`src/rtl/series_sum_pkg.sv`:
```
// rtl/series_sum_pkg.sv - shared types and constants for the series sum engine
package series_sum_pkg;

  localparam int MODE_W = 2;

  typedef enum logic [MODE_W-1:0] {
    SER_NAT  = 2'd0,
    SER_ODD  = 2'd1,
    SER_EVEN = 2'd2,
    SER_SQR  = 2'd3
  } ser_mode_e;

  typedef enum logic [1:0] {
    S_IDLE = 2'd0,
    S_RUN  = 2'd1,
    S_DONE = 2'd2
  } state_e;

  // Value of term(1) for each series; every series starts at 1 except even (2).
  function automatic logic [1:0] first_term(input ser_mode_e mode);
    return (mode == SER_EVEN) ? 2'd2 : 2'd1;
  endfunction

endpackage

```
`src/rtl/series_term_gen.sv`:
```
// rtl/series_term_gen.sv - incremental multiplier-free series term generator
module series_term_gen
  import series_sum_pkg::*;
#(
  parameter int N_WIDTH = 8,
  localparam int TERM_W = 2 * N_WIDTH + 1
) (
  input  logic              clk_i,
  input  logic              rst_ni,
  input  logic              load_i,
  input  logic              step_i,
  input  logic [MODE_W-1:0] mode_i,
  output logic [TERM_W-1:0] term_o
);

  ser_mode_e          mode_q, mode_d;
  logic [TERM_W-1:0]  term_q, term_d;
  // Square steps add 2k+1; delta_q holds that odd increment for the current k.
  logic [TERM_W-1:0]  delta_q, delta_d;

  always_comb begin
    mode_d  = mode_q;
    term_d  = term_q;
    delta_d = delta_q;
    if (load_i) begin
      mode_d  = ser_mode_e'(mode_i);
      term_d  = TERM_W'(first_term(ser_mode_e'(mode_i)));
      delta_d = TERM_W'(3);
    end else if (step_i) begin
      case (mode_q)
        SER_NAT:  term_d = term_q + TERM_W'(1);
        SER_ODD,
        SER_EVEN: term_d = term_q + TERM_W'(2);
        SER_SQR: begin
          term_d  = term_q + delta_q;
          delta_d = delta_q + TERM_W'(2);
        end
        default:  term_d = term_q;
      endcase
    end
  end

  always_ff @(posedge clk_i or negedge rst_ni) begin
    if (!rst_ni) begin
      mode_q  <= SER_NAT;
      term_q  <= '0;
      delta_q <= '0;
    end else begin
      mode_q  <= mode_d;
      term_q  <= term_d;
      delta_q <= delta_d;
    end
  end

  assign term_o = term_q;

endmodule

```
`src/rtl/series_sum_engine.sv`:
```
// rtl/series_sum_engine.sv - handshaked engine summing k=1..N of a selectable series
module series_sum_engine
  import series_sum_pkg::*;
#(
  parameter int N_WIDTH   = 8,
  parameter int SUM_WIDTH = 3 * N_WIDTH
) (
  input  logic                 Clk,
  input  logic                 Rst_n,
  input  logic [N_WIDTH-1:0]   N,
  input  logic [MODE_W-1:0]    Mode,
  input  logic                 N_valid,
  output logic                 N_ready,
  output logic [SUM_WIDTH-1:0] Sum_out,
  output logic                 Sum_ovf,
  output logic                 Sum_valid,
  input  logic                 Sum_ready
);

  localparam int TERM_W = 2 * N_WIDTH + 1;
  localparam int ADD_W  = ((SUM_WIDTH > TERM_W) ? SUM_WIDTH : TERM_W) + 1;

  state_e               state_q, state_d;
  logic [N_WIDTH-1:0]   n_q, n_d;
  logic [N_WIDTH:0]     k_q, k_d;
  logic [SUM_WIDTH-1:0] acc_q, acc_d;
  logic                 ovf_q, ovf_d;
  logic                 valid_q, valid_d;

  logic                 gen_load;
  logic                 gen_step;
  logic [TERM_W-1:0]    term;
  logic [ADD_W-1:0]     sum_wide;
  logic                 wrap;

  series_term_gen #(
    .N_WIDTH (N_WIDTH)
  ) u_term_gen (
    .clk_i  (Clk),
    .rst_ni (Rst_n),
    .load_i (gen_load),
    .step_i (gen_step),
    .mode_i (Mode),
    .term_o (term)
  );

  // Wide add so a carry beyond SUM_WIDTH is seen even when the term alone exceeds it.
  assign sum_wide = ADD_W'(acc_q) + ADD_W'(term);
  assign wrap     = |sum_wide[ADD_W-1:SUM_WIDTH];

  always_comb begin
    state_d  = state_q;
    n_d      = n_q;
    k_d      = k_q;
    acc_d    = acc_q;
    ovf_d    = ovf_q;
    valid_d  = valid_q;
    gen_load = 1'b0;
    gen_step = 1'b0;
    case (state_q)
      S_IDLE: begin
        if (N_valid) begin
          gen_load = 1'b1;
          n_d      = N;
          acc_d    = '0;
          ovf_d    = 1'b0;
          k_d      = (N_WIDTH + 1)'(1);
          if (N == '0) begin
            state_d = S_DONE;
            valid_d = 1'b1;
          end else begin
            state_d = S_RUN;
          end
        end
      end
      S_RUN: begin
        gen_step = 1'b1;
        acc_d    = sum_wide[SUM_WIDTH-1:0];
        ovf_d    = ovf_q | wrap;
        k_d      = k_q + (N_WIDTH + 1)'(1);
        if (k_q == {1'b0, n_q}) begin
          state_d = S_DONE;
          valid_d = 1'b1;
        end
      end
      S_DONE: begin
        if (Sum_ready) begin
          state_d = S_IDLE;
          valid_d = 1'b0;
        end
      end
      default: begin
        state_d = S_IDLE;
        valid_d = 1'b0;
      end
    endcase
  end

  always_ff @(posedge Clk or negedge Rst_n) begin
    if (!Rst_n) begin
      state_q <= S_IDLE;
      n_q     <= '0;
      k_q     <= '0;
      acc_q   <= '0;
      ovf_q   <= 1'b0;
      valid_q <= 1'b0;
    end else begin
      state_q <= state_d;
      n_q     <= n_d;
      k_q     <= k_d;
      acc_q   <= acc_d;
      ovf_q   <= ovf_d;
      valid_q <= valid_d;
    end
  end

  assign N_ready   = (state_q == S_IDLE);
  assign Sum_out   = acc_q;
  assign Sum_ovf   = ovf_q;
  assign Sum_valid = valid_q;

endmodule

```
`config.mk`:
```
export PLATFORM = sky130hd
export DESIGN_NAME = series_sum_engine
export DESIGN_NICKNAME = d
export VERILOG_FILES = /design/src/rtl/series_sum_pkg.sv /design/src/rtl/series_term_gen.sv /design/src/rtl/series_sum_engine.sv
export SDC_FILE = /design/constraint.sdc
export NUM_CORES = 1
export LEC_CHECK = 0
export ABC_AREA = 1
export CAP_MARGIN = 20
export CORE_MARGIN = 2
export CORE_UTILIZATION = 35
export CTS_CLUSTER_SIZE = 40
export DETAILED_ROUTE_END_ITERATION = 10
export SYNTH_ARGS = -nofsm -noshare
export SYNTH_HDL_FRONTEND = slang
export SYNTH_SLANG_ARGS = --single-unit
```
`constraint.sdc`:
```
create_clock -name Clk -period 7.7 [get_ports Clk]
set_clock_uncertainty 0.15 [all_clocks]
set_input_delay 1.54 -clock Clk [delete_from_list [all_inputs] [get_ports Clk]]
set_output_delay 1.54 -clock Clk [all_outputs]
set_load 0.01 [all_outputs]
```
# After elaboration in Yosys (flattened, before gate mapping)
# Index checks and enable logic that the tools add are counted.
[classes]
add_sub_neg = 6
eq_ne = 11
mux = 26
bitwise_logic = 1
reduce_logical = 12
[op_table]
columns = ["cell", "count"]
rows = [
  ["17-bit 2-to-1 mux", 5],
  ["17-bit case mux with 3 select lines", 1],
  ["24-bit case mux with 2 select lines", 1],
  ["17-bit by 2-bit adder with 17-bit output (second input constant)", 2],
  ["24-bit by 17-bit adder with 25-bit output", 1],
  ["24-bit 2-to-1 mux", 1],
  ["9-bit case mux with 2 select lines", 1],
  ["17-bit by 1-bit adder with 17-bit output (second input constant)", 1],
  ["17-bit adder", 1],
  ["2-bit 2-to-1 mux", 5],
  ["9-bit by 1-bit adder with 9-bit output (second input constant)", 1],
  ["9-bit by 8-bit == test with 1-bit output", 1],
  ["9-bit 2-to-1 mux", 1],
  ["2-bit == test (second input constant)", 4],
  ["8-bit zero test", 1],
  ["1-bit 2-to-1 mux", 8],
  ["2-bit inequality test (second input constant)", 3],
  ["2-bit case mux with 3 select lines", 1],
  ["2-bit AND reduction", 3],
  ["2-bit nonzero test", 3],
  ["2-bit by 1-bit == test with 1-bit output (second input constant)", 2],
  ["2-bit zero test", 2],
  ["4-bit AND reduction", 1],
  ["1-bit case mux with 3 select lines", 1],
  ["other kinds (5)", 5],
]
[totals]
reg_bits = 81
inputBits = 14
output_inout_bits = 27
wordCells = 65

# Longest topological paths before layout
[logic_depth]
ltp_word = 5
ltp_mapped = 16
mapped_depth_nobuf = 14

# Hierarchy
# A second synthesis with hierarchy kept.
[unflattened]
hier_cells = 1059
hier_area_um2 = 6760.2
[by_module_without_submodules]
columns = ["module", "n_inst", "cells_per_inst", "area_each_um2", "seq_area_each_um2"]
rows = [
  ["series_sum_engine", 1, 526, 3449.6, 1126.1],
  ["series_term_gen", 1, 533, 3310.7, 900.9],
]

# Worst setup path before layout
# Ideal clock, no wire load.
[synth_path]
path_kind = "register to register"
from = "reg u_term_gen.mode_q[0]"
to = "reg u_term_gen.term_q[4] (netlist: u_term_gen.term_o[4])"
setup_time_ps = 138
arrival_time_ps = 2343
t_required_ps = 7412
path_slack_ps = 5069
stages_incl_launch_ff = 12
n_path_buf = 2
period_less_slack_ps = 2631
cell_sequence = "dfrtp_1 > ha_1 > clkbuf_1 > clkbuf_1 > nand2_1 > ha_1 > fa_1 > nand3_1 > nand3_1 > or2_2 > a31oi_1 > o22ai_1"
[synth_between]
elab_chain_cells = 5
elab_cells_between_ends = 8
cone_classes = "eq/ne (3); mux (3); reduce/logical (2)"
[synth_rtl]
columns = ["element", "line", "source"]
rows = [
  ["from (decl)", "series_term_gen.sv:16", "ser_mode_e mode_q, mode_d;"],
  ["from (signal assigned)", "series_term_gen.sv:49", "mode_q <= mode_d;"],
  ["2-bit by 1-bit == test with 1-bit output or 2-bit == test (tied branches)", "series_term_gen.sv:30", "case (mode_q)"],
  ["2-bit OR reduction", "series_term_gen.sv:30", ""],
  ["17-bit case mux with 3 select lines (*)", "series_term_gen.sv:30", ""],
  ["17-bit 2-to-1 mux (*)", "series_term_gen.sv:29", "end else if (step_i) begin"],
  ["17-bit 2-to-1 mux (*)", "series_term_gen.sv:25", "if (load_i) begin"],
  ["to (signal assigned)", "series_term_gen.sv:50", "term_q <= term_d;"],
  ["to (decl)", "series_term_gen.sv:17", "logic [TERM_W-1:0] term_q, term_d;"],
]
# Every way passes the cells marked *; elsewhere a longest branch is shown, timed or not. The select of a mux whose other input is x is not followed.
# A chain may end at the register's enable or synchronous reset.

# Worst setup path after layout
[layout_path]
from = "in N_valid"
to = "reg u_term_gen.term_q[4] (netlist: u_term_gen.term_o[4])"
[layout_between]
elab_chain_cells = 3
elab_cells_between_ends = 4
cone_classes = "mux (3); reduce/logical (1)"
[layout_rtl]
columns = ["element", "line", "source"]
rows = [
  ["from (decl)", "series_sum_engine.sv:12", "input logic N_valid,"],
  ["1-bit 2-to-1 mux (*)", "series_sum_engine.sv:62", "if (N_valid) begin"],
  ["1-bit 2-to-1 mux (*)", "series_sum_engine.sv:60", "case (state_q)"],
  ["17-bit 2-to-1 mux or 2-bit nonzero test (tied branches)", "--", ""],
]
# Every way passes the cells marked *; elsewhere a longest branch is shown, timed or not.

==> impl_metrics.csv <==
group,metric,value,unit
global_route,grt_overflow,0,
synthesis,synth_cell_types,41,
routing,drc,0,
synthesis,synth_edf_count,0,
floorplan,die_x,139.5,µm
routing,drtIter0Drc,382,
routing,vias,6171,
clock_tree,max-clock-path-buffers,2,
global_route,antenna_found_initial,0,
critical_path,crit_path_end_kind,"flip-flop",
synthesis,avgSynthCellArea,6.393,µm²
clock_tree,clk_pin_slew,0.06,ns
clock_tree,cts_tree,"done",
sta,fmax,247.3,MHz
global_route,grt_pass1_wl,28.12,mm
cells_and_area,fin_area,0.007355,mm²
clock_tree,htree_levels,3,
clock_tree,cts.sinks,81,
synthesis,ys.flop_type,"dfrtp_1",
cells_and_area,fill_cells,1911,
floorplan,rows,49,
power,p_leak,0.003877,µW
synthesis,synthCells,1005,
synthesis,synth_warnings,0,
sta,setup_viol,0,
clock_tree,cts_buffers,9,
critical_path,critPathKind,"input port to flip-flop",
sta,tns,0,ns
clock_tree,cts_resized,0,
floorplan,start_util,35.77,%
clock_tree,clk_latency,0.35,ns
critical_path,path_delay_family,"buffers and inverters",
sta,drv_slew,0,
floorplan,dieArea,0.01946,mm²
global_route,grt_pass1_vias,5714,
place,gp_congestion,0.9050,
place,portBuffers,40,
routing,firstDrtPassIters,6,
clock_tree,clockRootBuffer,"clkbuf_16",
critical_path,cp_max_fo,38,
critical_path,crit_required,7.81,ns
floorplan,ios,41,
synthesis,ys_ff_latch,81,
place,dpl_cell_area,0.007048,mm²
floorplan,die_h,139.5,µm
routing,viasPerCell,4.848,
power,p_total,907.3,µW
cells_and_area,areaGrowthSynthToFinish,14.47,%
floorplan,coreArea,0.01796,mm²
routing,wl_per_cell,13.01,µm
routing,routed_wl,16.56,mm
synthesis,synth_seq_area_share,31.55,%
clock_tree,post_cts_buffers,0,
synthesis,syn_nets,1058,
cells_and_area,fin_nets,1095,
job,drv_cap,0,
sta,finalCriticalPeriod,4.043,ns
critical_path,max_stage_delay,0.71,ns
clock_tree,ctsHoldBuffers,0,
sta,finalCritPeriodShare,52.51,%
global_route,grt_max_degree,46,
power,power.density,123.4,mW/mm²
place,hpwl,12.81,mm
power,ir_worst_vdd,0.00009734,V
sta,slew_headroom,42.08,%
critical_path,critPathArrivalTime,4.15,ns
cells_and_area,antenna_cells,0,
critical_path,cp_num_buf_inv,5,
critical_path,critPathLaunchType,"input port",
synthesis,netlist_area,0.006425,mm²
outcome,outcome,"finished clean",
routing,postRouteAntennaNets,0,
global_route,grt_use_total,17.70,%
sta,finalHoldViolCount,0,
min_path,hold_class,"flip-flop to flip-flop",
sta,tightest_slew,0.8679,ns
cells_and_area,drive_gt1_share,3.640,%
critical_path,cp_cell_sequence,"clkdlybuf4s50_1, nand2_2, buf_4, inv_1, nor2_2, buf_4, inv_1, o22ai_1",
critical_path,cpMaxStageDelayCell,"nor2_2",
synthesis,synth-async-reset-ratio,100.0,%
sta,rsz0062_at_grt,"no",
[synthesized netlist by cell type, types with 3 or more instances]
library cell / number / share of area, %
dfrtp_1: 81 / 32
ha_1: 37 / 7.2
o21bai_1: 3 / 0.35
nor3_1: 16 / 1.2
or2_2: 4 / 0.39
nand4_1: 13 / 1.3
xor2_1: 9 / 1.2
a31oi_1: 4 / 0.39
nand3b_1: 9 / 1.1
o22ai_1: 4 / 0.39
clkbuf_1: 6 / 0.35
a21oi_1: 44 / 3.4
nand2_1: 366 / 21
o21ai_0: 59 / 4.6
nor2_1: 63 / 3.7
inv_1: 163 / 9.5
xnor2_1: 6 / 0.82
o21ai_1: 3 / 0.23
nand2_2: 3 / 0.29
and2_1: 3 / 0.29
buf_2: 9 / 0.70
nand3_1: 72 / 5.6
[kinds of logic (layout without fill, tap and decap cells)]
kind of cell / after synthesis / in the layout / synth area share [%]
AOI/OAI and AO/OA: 128 / 128 / 10.85
and+or+nand+nor: 559 / 559 / 36.63
adders and majority gates: 39 / 39 / 7.829
xor gates and xnor gates: 15 / 15 / 2.045
DFF: 81 / 81 / 31.55
buffers and inverters: 183 / 222 / 11.10
[through the flow]
step	hold WS (ns)	setup WS, ns	utilization, %	instances
after global placement	0.2911	3.338	39.24	1260
after global routing	0.3408	3.386	40.94	1273
final	0.3110	3.657	40.94	1273
after detailed placement	0.2988	3.262	39.24	1260
after CTS	0.3142	3.632	40.94	1273
after floorplan	0.2722	5.069	-	1005
[area by class of cell]
cell class,count,area [µm²],area share (%)
clock buffer,10,239.0,3.249
clock inverter,3,67.56,0.9187
inverter,165,619.3,8.421
multi-input combinational,741,3687,50.14
sequential,81,2027,27.56
tap,229,286.5,3.896
timing repair buffer,44,427.9,5.818
[worst paths after layout]
kind / depth (start not counted) / to / from / slack [ns]
max: 8 / u_term_gen.term_o[4] / N_valid / 3.66
min: 2 / u_term_gen.delta_q[0] / u_term_gen.delta_q[0] / 0.31
max reg2reg: 8 / u_term_gen.term_o[4] / state_q[1] / 4.75
min reg2reg: 2 / u_term_gen.delta_q[0] / u_term_gen.delta_q[0] / 0.31
max in group asynchronous: 2 / k_q[4] / Rst_n / 5.44
min in group asynchronous: 1 / n_q[0] / Rst_n / 0.99
[layer usage]
layer,up-vias,GRT usage [%],wire length (µm)
met5,-,0,0
met2,94,28.69,7564
li1,3256,-,-
met4,0,4.519,185
met1,2806,24.81,8273
met3,15,2.719,538
[tightest hold or removal path, stage by stage (launching register included)]
cell and delay, ns:
dfrtp_1 0.32, inv_1 0.05, nand2_1 0.06
[placed cells by master (no fill, tap or decap), types with 2 or more instances in the layout]
master	instances
a211oi_1	2
a21oi_1	44
a22o_1	2
a31oi_1	4
and2_1	3
buf_4	5
bufinv_16	2
clkbuf_16	9
clkdlybuf4s50_1	39
dfrtp_1	81
fa_1	2
ha_1	37
inv_1	163
inv_2	2
nand2_1	366
nand2_2	3
nand3_1	72
nand3b_1	9
nand4_1	13
nor2_1	62
nor2_2	3
nor2_4	2
nor3_1	16
o21ai_0	59
o21ai_1	3
o21bai_1	3
o22ai_1	4
o31ai_1	2
or2_0	2
or2_2	4
xnor2_1	6
xor2_1	9
[flip-flops by register name, indices dropped and copies added, names as in the netlist]
register            cells
Sum_out                24
Sum_ovf                 1
Sum_valid               1
k_q                     9
n_q                     8
state_q                 2
u_term_gen.delta_q     17
u_term_gen.mode_q       2
u_term_gen.term_o      17
[report_power, final]
group	leakage, µW	switching [µW]	internal, µW
clock	0.000147	177	288
sequential	0.000980	0	426
combinational	0.00275	10.5	6.41
total	0.00388	188	720
Note: power is estimated with default switching activity, not from simulation.
